<file path="config.mk">
export PLATFORM = sky130hd
export DESIGN_NAME = ex_muldiv
export DESIGN_NICKNAME = d
export VERILOG_FILES = /design/src/rtl/ex_muldiv_pkg.sv /design/src/rtl/ex_muldiv_iter_core.sv /design/src/rtl/ex_muldiv.sv
export SDC_FILE = /design/constraint.sdc
export NUM_CORES = 1
export LEC_CHECK = 0
export ABC_AREA = 0
export BUFFER_PORTS_ARGS = -buffer_cell sky130_fd_sc_hd__buf_2
export CAP_MARGIN = 0
export CORE_ASPECT_RATIO = 0.5
export CORE_MARGIN = 1.5
export CORE_UTILIZATION = 45
export CTS_CLUSTER_SIZE = 24
export DETAILED_ROUTE_END_ITERATION = 7
export PLACE_DENSITY_LB_ADDON = 0.3
export SKIP_CTS_REPAIR_TIMING = 1
export SLEW_MARGIN = 0
export SYNTH_ARGS = -nofsm -noshare
export SYNTH_HDL_FRONTEND = slang
export SYNTH_SLANG_ARGS = --single-unit
</file>
<file path="constraint.sdc">
create_clock -name clk -period 3.82 [get_ports clk]
set_input_delay 0.191 -clock clk [delete_from_list [all_inputs] [get_ports clk]]
set_output_delay 0.191 -clock clk [all_outputs]
set_load 0.1 [all_outputs]
</file>
<file path="src/rtl/ex_muldiv_pkg.sv">
// Shared opcodes, widths and state encoding for the execute-stage multiply / HI-LO unit.
package ex_muldiv_pkg;

  localparam int unsigned REG_W    = 32;
  localparam int unsigned ALUOP_W  = 8;
  localparam int unsigned DREG_W   = 2 * REG_W;

  localparam logic [ALUOP_W-1:0] EXE_MFHI_OP  = 8'b00010000;
  localparam logic [ALUOP_W-1:0] EXE_MTHI_OP  = 8'b00010001;
  localparam logic [ALUOP_W-1:0] EXE_MFLO_OP  = 8'b00010010;
  localparam logic [ALUOP_W-1:0] EXE_MTLO_OP  = 8'b00010011;
  localparam logic [ALUOP_W-1:0] EXE_MULT_OP  = 8'b00011000;
  localparam logic [ALUOP_W-1:0] EXE_MULTU_OP = 8'b00011001;

  typedef enum logic [1:0] {
    MUL_IDLE = 2'b00,
    MUL_BUSY = 2'b01,
    MUL_DONE = 2'b10
  } mul_state_e;

endpackage

</file>
<file path="src/rtl/ex_muldiv_iter_core.sv">
// Iterative shift-add multiplier datapath: accumulator, shift registers, step counter.
// Optional MULDIV_EARLY_TERM_EN: flag the last step as soon as the remaining multiplier is zero.
module mul_iter_core #(
  parameter int unsigned DATA_W = 32
) (
  input  logic                  clk,
  input  logic                  rst,
  input  logic                  start,
  input  logic                  step,
  input  logic [DATA_W-1:0]     a,
  input  logic [DATA_W-1:0]     b,
  output logic [2*DATA_W-1:0]   acc,
  output logic                  last
);

  localparam int unsigned CNT_W = $clog2(DATA_W);

  logic [2*DATA_W-1:0] mcand_q;
  logic [2*DATA_W-1:0] acc_q;
  logic [DATA_W-1:0]   mplier_q;
  logic [CNT_W-1:0]    cnt_q;

  // Multiplicand is shifted one place per step, equivalent to adding mcand << counter.
  always_ff @(posedge clk or negedge rst) begin
    if (!rst) begin
      mcand_q  <= '0;
      acc_q    <= '0;
      mplier_q <= '0;
      cnt_q    <= '0;
    end else if (start) begin
      mcand_q  <= {{DATA_W{1'b0}}, a};
      acc_q    <= '0;
      mplier_q <= b;
      cnt_q    <= '0;
    end else if (step) begin
      if (mplier_q[0]) begin
        acc_q <= acc_q + mcand_q;
      end
      mcand_q  <= mcand_q << 1;
      mplier_q <= mplier_q >> 1;
      cnt_q    <= cnt_q + 1'b1;
    end
  end

  always_comb begin
    last = (cnt_q == CNT_W'(DATA_W - 1));
`ifdef MULDIV_EARLY_TERM_EN
    if (mplier_q[DATA_W-1:1] == '0) begin
      last = 1'b1;
    end
`endif
  end

  assign acc = acc_q;

endmodule

</file>
<file path="src/rtl/ex_muldiv.sv">
// Execute-stage multiply and HI/LO unit: FSM, HI/LO registers, MTHI/MTLO writes, MFHI/MFLO mux.
// Optional MULDIV_EARLY_TERM_EN shortens BUSY when the multiplier runs out of set bits.
module ex_muldiv
  import ex_muldiv_pkg::*;
#(
  parameter int unsigned DATA_W = 32,
  parameter int unsigned OP_W   = 8
) (
  input  logic              clk,
  input  logic              rst,
  input  logic [OP_W-1:0]   aluop_i,
  input  logic [DATA_W-1:0] reg1_i,
  input  logic [DATA_W-1:0] reg2_i,
  input  logic              stall_i,
  input  logic              flush_i,
  output logic              stallreq_o,
  output logic [DATA_W-1:0] result_o,
  output logic [DATA_W-1:0] hi_o,
  output logic [DATA_W-1:0] lo_o,
  output logic              busy_o
);

  mul_state_e state_q, state_d;

  logic [DATA_W-1:0]   hi_q, lo_q;
  logic                sign_q;
  logic                is_mult, is_signed, is_mthi, is_mtlo;
  logic                start, step, last, done_wr, mt_ok;
  logic [DATA_W-1:0]   a_mag, b_mag;
  logic [2*DATA_W-1:0] acc, product;

  assign is_signed = (aluop_i == OP_W'(EXE_MULT_OP));
  assign is_mult   = is_signed || (aluop_i == OP_W'(EXE_MULTU_OP));
  assign is_mthi   = (aluop_i == OP_W'(EXE_MTHI_OP));
  assign is_mtlo   = (aluop_i == OP_W'(EXE_MTLO_OP));

  assign a_mag = (is_signed && reg1_i[DATA_W-1]) ? -reg1_i : reg1_i;
  assign b_mag = (is_signed && reg2_i[DATA_W-1]) ? -reg2_i : reg2_i;

  mul_iter_core #(.DATA_W(DATA_W)) u_core (
    .clk   (clk),
    .rst   (rst),
    .start (start),
    .step  (step),
    .a     (a_mag),
    .b     (b_mag),
    .acc   (acc),
    .last  (last)
  );

  assign product = sign_q ? -acc : acc;

  always_ff @(posedge clk or negedge rst) begin
    if (!rst) begin
      state_q <= MUL_IDLE;
    end else begin
      state_q <= state_d;
    end
  end

  always_comb begin
    state_d = state_q;
    start   = 1'b0;
    step    = 1'b0;
    done_wr = 1'b0;
    mt_ok   = 1'b0;
    case (state_q)
      MUL_IDLE: begin
        mt_ok = !stall_i && !flush_i;
        if (is_mult && !flush_i) begin
          start   = 1'b1;
          state_d = MUL_BUSY;
        end
      end
      MUL_BUSY: begin
        step = !flush_i;
        if (flush_i) begin
          state_d = MUL_IDLE;
        end else if (last) begin
          state_d = MUL_DONE;
        end
      end
      MUL_DONE: begin
        if (flush_i) begin
          state_d = MUL_IDLE;
        end else if (!stall_i) begin
          done_wr = 1'b1;
          state_d = MUL_IDLE;
        end
      end
      default: state_d = MUL_IDLE;
    endcase
  end

  always_ff @(posedge clk or negedge rst) begin
    if (!rst) begin
      sign_q <= 1'b0;
    end else if (start) begin
      sign_q <= is_signed && (reg1_i[DATA_W-1] ^ reg2_i[DATA_W-1]);
    end
  end

  always_ff @(posedge clk or negedge rst) begin
    if (!rst) begin
      hi_q <= '0;
      lo_q <= '0;
    end else if (done_wr) begin
      hi_q <= product[2*DATA_W-1:DATA_W];
      lo_q <= product[DATA_W-1:0];
    end else if (mt_ok && is_mthi) begin
      hi_q <= reg1_i;
    end else if (mt_ok && is_mtlo) begin
      lo_q <= reg1_i;
    end
  end

  always_comb begin
    result_o = '0;
    if (aluop_i == OP_W'(EXE_MFHI_OP)) begin
      result_o = hi_q;
    end else if (aluop_i == OP_W'(EXE_MFLO_OP)) begin
      result_o = lo_q;
    end
  end

  assign stallreq_o = !flush_i && (((state_q == MUL_IDLE) && is_mult) || (state_q == MUL_BUSY));
  assign busy_o     = (state_q != MUL_IDLE);
  assign hi_o       = hi_q;
  assign lo_o       = lo_q;

endmodule

</file>
==> results by group, run 1 <==
Setup path
  • Critical path class: reg -> reg
  • WP data required: 4230 ps
  • CP endpoint kind: flip-flop
  • Worst setup SP type: flip-flop
  • CP max stage cell: or4_4
  • Delay-heaviest family, CP: simple AND/OR/NAND/NOR gates
  • Crit path cell chain: or4_4 -> or4b_4 -> or2_4 -> or3_4 -> or3_4 -> or4_4 -> or2_4 -> o41ai_4 -> nand2_1 -> xnor2_1 -> a21oi_1
  • Worst path bufs/invs: 0
  • Crit-path max FO: 4
  • Slowest stage delay, CP: between 500 and 600 ps
  • WP data arrival: approximately 4500 ps

Clock tree
  • Root buffer cell: clkbuf_16
  • CTS Sinks: 232
  • TritonCTS buffer count: 24
  • Htree depth: 1
  • Skew-Pair Late Insertion Delay: roughly 550 ps
  • CTS tree: done
  • CTS max path bufs: 3
  • Clock transition at path regs: 70 ps

Drt
  • DR iter-0 viols: about 1.5k
  • Avg Vias per Cell: 5.93
  • Residual DRC: 0
  • Via Count: 16.0k
  • DRT antenna net count: 0
  • Wire per inst: 20.2 µm
  • WL final: 54,600 µm
  • 1st-pass router iterations: 6

Logic synthesis
  • Post-Synthesis Cell Area: 16,300 µm²
  • Post-Synthesis Net Count: 2,189
  • Yosys warns: 0
  • EDFF count, synth: 0
  • Post-synthesis async set-or-reset flop share: 100%
  • Sequential area share after synthesis: 35.6%
  • Count of different cell masters after synthesis: 64
  • Cells after Synth: 2,044
  • Ys flop type: dfrtp_1
  • Yosys reg bits: 232
  • Avg Inst Size Synth: 7.99 µm²

Place
  • RD Place Congestion: ~1
  • Hpwl dp: 39,800 µm
  • Port bufs: 173
  • Dpl cells: 2,641
  • Placed Instance Area: 17,900 µm²

Floorplanning
  • Row count: a little under 50
  • Die H: 138 µm
  • Die width: around 270 µm
  • Core ar.: 35,800 µm²
  • I/O pin cnt: 174
  • Die area: 37,500 µm²
  • Initial Util: 45.6%

GRT
  • Total track usage: between 20 and 30%
  • Vias in the first global route: roughly 14k
  • Largest net degree at the start of global routing: 112
  • Global-route wire length before repair: 83,200 µm
  • Initial antenna violation count: 1
  • GRT overflow: 0

Power and ir drop
  • P_sw: 1.78 mW
  • Switch share: 29.7%
  • Internal Pwr Total: between 4 and 5 mW
  • Sequential share of power: 45.3%
  • Overall Power: between 6 and 7 mW
  • Worst vdd ir: about 310 µV
  • Clock Power Share: 40.0%
  • Power Density: 316 nW/µm²
  • Leakage power: 8.60 nW
  • Combinational power share: 14.8%

Layout
  • Design Area, Final: 19,000 µm²
  • Final non-filler cell total: approximately 2.7k
  • Synthesis-to-finish area growth: 16.4%
  • Area of the multi-input gates: 10,100 µm²
  • Fin nets: 2,345
  • Commonest non-fill, non-tap cell in the layout: nand2_1
  • Share of layout cells above drive strength 1: 15.1%
  • Reg area: 5810 µm²
  • Final core occ: 53.1%
  • Most frequent cells in the layout: 394 x nand2_1, 231 x dfrtp_1, 176 x nor2_1, 172 x buf_2, 166 x o21ai_0
  • FILL cells: 3,409

STA
  • Final setup skew: between 15 and 20 ps
  • Setup-failing EPs final: 9
  • Period utilization: 106%
  • Setup_tns: -960 ps
  • Setup WS post-layout: -234 ps
  • Final Hold Fails: 6
  • F_max: 0.247 GHz
  • Headroom to the max-slew limit: 13.2%
  • Measured slew at the worst slew-check pin: 1300 ps
  • Unrepaired setup endpoints after global routing: yes
  • Slew Viols, Final: 0
  • Smallest hold slack: -10.5 ps
  • Final Critical Period: 4050 ps

Status
  • Failing checks: negative hold slack, negative setup slack
  • Outcome: complete, but fails checks

Flow run
  • MaxCap Viol Count: 0

Hold path
  • Worst hold path class: in -> reg
## kinds of logic (layout without fill, tap and decap cells)
logic type | Yosys count | after routing | synth area share [%]
and+or+nand+nor | 785 | 785 | 21.0
DFF | 232 | 232 | 35.6
AOI/OAI and AO/OA | 552 | 552 | 20.6
xor gates and xnor gates | 184 | 184 | 9.87
other | 0 | 1 | 0
buffers and inverters | 155 | 329 | 3.57
adders and majority gates | 69 | 69 | 5.33
muxes | 67 | 67 | 4.11
## cell type report
type                    count  share of cell area [%]
clock buffers              32                    3.64
clock inverters            12                   0.474
multi-input cells        1657                    53.2
inverters                  22                   0.435
diodes                      1                  0.0132
well taps                 484                    3.19
repair buffers            263                    8.51
flip-flops and latches    232                    30.6
## flip-flops by register name (all words and copies together), names as in the netlist
signal and count:
hi_o 32, lo_o 32, sign_q 1, state_q 2
u_core.acc 64, u_core.cnt_q 5, u_core.mcand_q 64, u_core.mplier_q 32
## Yosys cell counts (16+ instances only)
library cell	number	area, µm²
nand2b_1	16	100
o31ai_1	38	285
a21o_1	27	203
nand4_1	23	144
o21ai_0	170	851
dfrtp_1	232	5810
xnor2_1	117	1020
o21bai_1	20	150
or3_1	26	163
xor2_1	67	587
nor2_1	176	661
mux2i_1	66	661
inv_1	22	82.6
nand2_1	397	1490
buf_1	16	60.1
nor3_1	18	90.1
a31oi_1	88	551
nand3_1	58	290
ha_1	68	851
clkbuf_1	116	435
a21oi_1	127	636
## path summary, 6_finish.rpt
check,cells after the start,to,slack (ps),startpoint
max in group asynchronous,3,u_core.acc[58],2390,rst
worst min-delay path,3,lo_o[11],-10,reg1_i[11]
worst max register to register,11,hi_o[24],-230,u_core.acc[10]
worst min register to register,1,state_q[0],480,state_q[1]
min in group asynchronous,2,lo_o[8],270,rst
worst max-delay path,11,hi_o[24],-230,u_core.acc[10]
## power groups by stage
stage | combinational (mW) | clock (mW) | sequential, mW
after CTS | 0.863 | 2.43 | 2.71
after detailed placement | 0.860 | 0 | 2.76
after floorplan | 0.384 | 0 | 2.91
final | 0.887 | 2.40 | 2.72
after global placement | 0.848 | 0 | 2.76
after global routing | 0.965 | 2.53 | 2.73
## worst register-to-register path, delay by kind of cell (launching register included)
family / cells / cell delay (ps)
and+or+nand+nor: 8 / 2960
AOI/OAI and AO/OA: 2 / 400
DFF: 1 / 380
xor gates and xnor gates: 1 / 180
## layer usage
metal  GRT usage (%)  share of wire, %  vias to the layer above
met5               0                 0                        -
met4            10.6               3.8                        0
met3            4.44               7.0                      114
met2            43.6                44                      570
met1            40.1                45                     7835
li1                -                 -                     7521
## stage by stage
stage,hold slack (ps),setup slack (ps)
2_1_floorplan,-105,-75.3
3_3_place_gp,333,-217
3_5_place_dp,349,-240
4_1_cts,-230,-288
5_1_grt,-2.61,-324
6_report,-10.5,-234
No activity file was read; power rests on OpenSTA's default activity.
==> run 2: changes to the inputs <==
--- a/config.mk
+++ b/config.mk
@@ -14,6 +14,7 @@
 export CTS_CLUSTER_SIZE = 24
 export DETAILED_ROUTE_END_ITERATION = 7
 export PLACE_DENSITY_LB_ADDON = 0.3
+export SETUP_SLACK_MARGIN = 0.3
 export SKIP_CTS_REPAIR_TIMING = 1
 export SLEW_MARGIN = 0
 export SYNTH_ARGS = -nofsm -noshare
==> run 2 against run 1 <==
- the flow still finishes with violations (negative hold slack, negative setup slack)
- critical endpoint is now hi_o[16]
- flip-flop and latch count stayed put
- critical path depth is 1 higher
- worst setup slack better by 27 ps
- largest power group unchanged
- sequential power hardly changed
- fmax is 0.68% higher
- total power is 3.7% higher
- die area stayed put
==> results by group, run 2 (synthesized netlist as in run 1, its figures left out) <==
Layout
  • Fin nets: 2,371 (+1.1%)
  • Synthesis-to-finish area growth: 20.0%
  • Area of the multi-input gates: 10,400 µm² (+2.8%)
  • Reg area: 5810 µm² (about the same)
  • Commonest non-fill, non-tap cell in the layout: nand2_1
  • Share of layout cells above drive strength 1: 17.4% (+2.3 points)
  • FILL cells: 3,318 (-2.7%)
  • Most frequent cells in the layout: 392 x nand2_1, 230 x dfrtp_1, 176 x nor2_1, 172 x buf_2, 152 x o21ai_0

Drt
  • Residual DRC: 0 (unchanged)
  • DRT antenna net count: 0 (unchanged)
  • Via Count: 16.2k (+1.2%)
  • 1st-pass router iterations: 5 (-1)
  • Wire per inst: 20.3 µm (+0.39%)
  • WL final: 55,300 µm (+1.3%)
  • DR iter-0 viols: 1,517 (-0.65%)
  • Avg Vias per Cell: 5.95 (+0.32%)

GRT
  • Global-route wire length before repair: 83,500 µm (+0.35%)
  • Largest net degree at the start of global routing: 107 (-4.5%)
  • Initial antenna violation count: 0 (-1)
  • Vias in the first global route: 14.5k (-0.041%)
  • GRT overflow: 0 (unchanged)
  • Total track usage: 28.4% (+0.084 points)

Floorplanning
  • Die H: 138 µm (unchanged)
  • Die area: 37,500 µm² (unchanged)
  • Row count: 49 (unchanged)
  • Core ar.: 35,800 µm² (unchanged)
  • I/O pin cnt: 174 (unchanged)
  • Die width: 272 µm (unchanged)
  • Initial Util: 45.6% (unchanged)

Power and ir drop
  • P_sw: 1.84 mW (+3.0%)
  • Power Density: 318 nW/µm² (+0.59%)
  • Switch share: 29.5% (-0.22 points)
  • Leakage power: 8.77 nW (+2.0%)
  • Clock Power Share: 41.3% (+1.3 points)
  • Sequential share of power: 43.7% (-1.6 points)
  • Overall Power: 6.23 mW (+3.7%)
  • Internal Pwr Total: 4.39 mW (+4.1%)
  • Worst vdd ir: 326 µV (+3.8%)
  • Combinational power share: 15.0% (+0.2 points)

Setup path
  • Worst setup SP type: flip-flop
  • WP data arrival: 4500 ps (+40 ps)
  • Crit-path max FO: 4 (unchanged)
  • Critical path class: reg -> reg
  • FF-to-FF setup slack: -210 ps (+30 ps)
  • CP endpoint kind: flip-flop
  • WP data required: 4290 ps (+60 ps)

STA
  • Final setup skew: 14.5 ps (-1.60 ps)
  • F_max: 0.248 GHz (+0.68%)
  • Final Hold Fails: 9 (+3)
  • Headroom to the max-slew limit: 28.7% (+15 points)
  • Unrepaired setup endpoints after global routing: yes
  • Setup-failing EPs final: 8 (-1)
  • Period utilization: 105% (-0.71 points)
  • Slew Viols, Final: 0 (unchanged)
  • Smallest hold slack: -18.9 ps (-8.39 ps)
  • Measured slew at the worst slew-check pin: 1070 ps (-231 ps)
  • Setup WS post-layout: -207 ps (+27.2 ps)
  • Final Critical Period: 4030 ps (-27.2 ps)

Clock tree
  • CTS max path bufs: 3 (unchanged)
  • Clock transition at path regs: 60 ps (about the same)
  • TritonCTS buffer count: 25 (+4.2%)
  • CTS Sinks: 232 (unchanged)
  • CTS tree: done
  • Root buffer cell: clkbuf_16
  • Skew-Pair Late Insertion Delay: 560 ps (about the same)
  • Htree depth: 1 (unchanged)

Place
  • Hpwl dp: 40,400 µm (+1.4%)
  • Port bufs: 173 (unchanged)
  • RD Place Congestion: 0.960 (-2.5%)
  • Setup WS pre-CTS: -229 ps (+10.9 ps)

Status
  • Failing checks: negative hold slack, negative setup slack
  • Outcome: complete, but fails checks

Flow run
  • MaxCap Viol Count: 0 (unchanged)

Hold path
  • Worst hold path class: in -> reg
## run 2: cell count changes in the layout (fill, tap and decap cells not counted), moves of 4 or more
cell	previous run	this run
ha_1	68	59
o31ai_1	36	31
dlygate4sd3_1	15	20
buf_6	1	6
o21ai_0	166	152
o21ai_1	7	18
ha_4	0	5
ha_2	0	4
buf_4	72	84
## run 2: per-layer routing
layer | GRT usage, % | vias up | wire length [µm]
met5 | 0 | - | 0
met4 | 9.44 | 0 | 1960
met3 | 4.81 | 114 | 4360
met2 | 44.9 | 652 | 24800
met1 | 39.5 | 7908 | 24100
li1 | - | 7566 | -
## run 2: worst paths after layout
check                                endpoint      startpoint  depth (start not counted)
max in group asynchronous  u_core.mcand_q[41]             rst                          3
hold reg to reg                    state_q[0]      state_q[1]                          1
hold / removal                       lo_o[12]      reg1_i[12]                          3
setup reg to reg                     hi_o[16]  u_core.acc[10]                         12
setup / recovery                     hi_o[16]  u_core.acc[10]                         12
min in group asynchronous            lo_o[10]             rst                          2
## run 2: power groups by stage
| stage | Clock, mW | Sequential (mW) | Combinational, mW |
|---|---|---|---|
| floorplan | 0 | 2.91 | 0.384 |
| global placement | 0 | 2.76 | 0.855 |
| detailed placement | 0 | 2.76 | 0.866 |
| CTS | 2.61 | 2.72 | 0.869 |
| global route | 2.71 | 2.74 | 1.01 |
| finish | 2.57 | 2.72 | 0.933 |
## run 2: per-stage QoR
stage / area, µm² / instances / utilization [%] / setup TNS (ps) / hold WS (ps)
finish: 19600 / 2728 / 54.7 / -883 / -18.9
global route: 19600 / 2727 / 54.7 / -2010 / -1.96
CTS: 18800 / 2690 / 52.6 / -1660 / -293
detailed placement: 18000 / 2646 / 50.2 / -1290 / 288
global placement: 18000 / 2646 / 50.2 / -1060 / 289
floorplan: 16300 / 2044 / - / -288 / -105
## run 2: worst max-delay path, cell delays in order (launching register included)
cell,delay [ps]
dfrtp_1,390
or4_4,550
or4b_4,490
or2_4,280
or3_4,410
or3_4,340
or4_4,470
or2_4,280
o41ai_4,300
buf_4,170
xnor2_2,90
nand2_1,60
o21ai_1,100
## run 2: cell type report
class,count,area share [%]
multi-input cells,1657,53.0
well taps,484,3.09
diodes,1,0.0128
flip-flops and latches,232,29.6
clock buffers,32,3.53
repair buffers,288,9.56
clock inverters,12,0.741
inverters,22,0.421
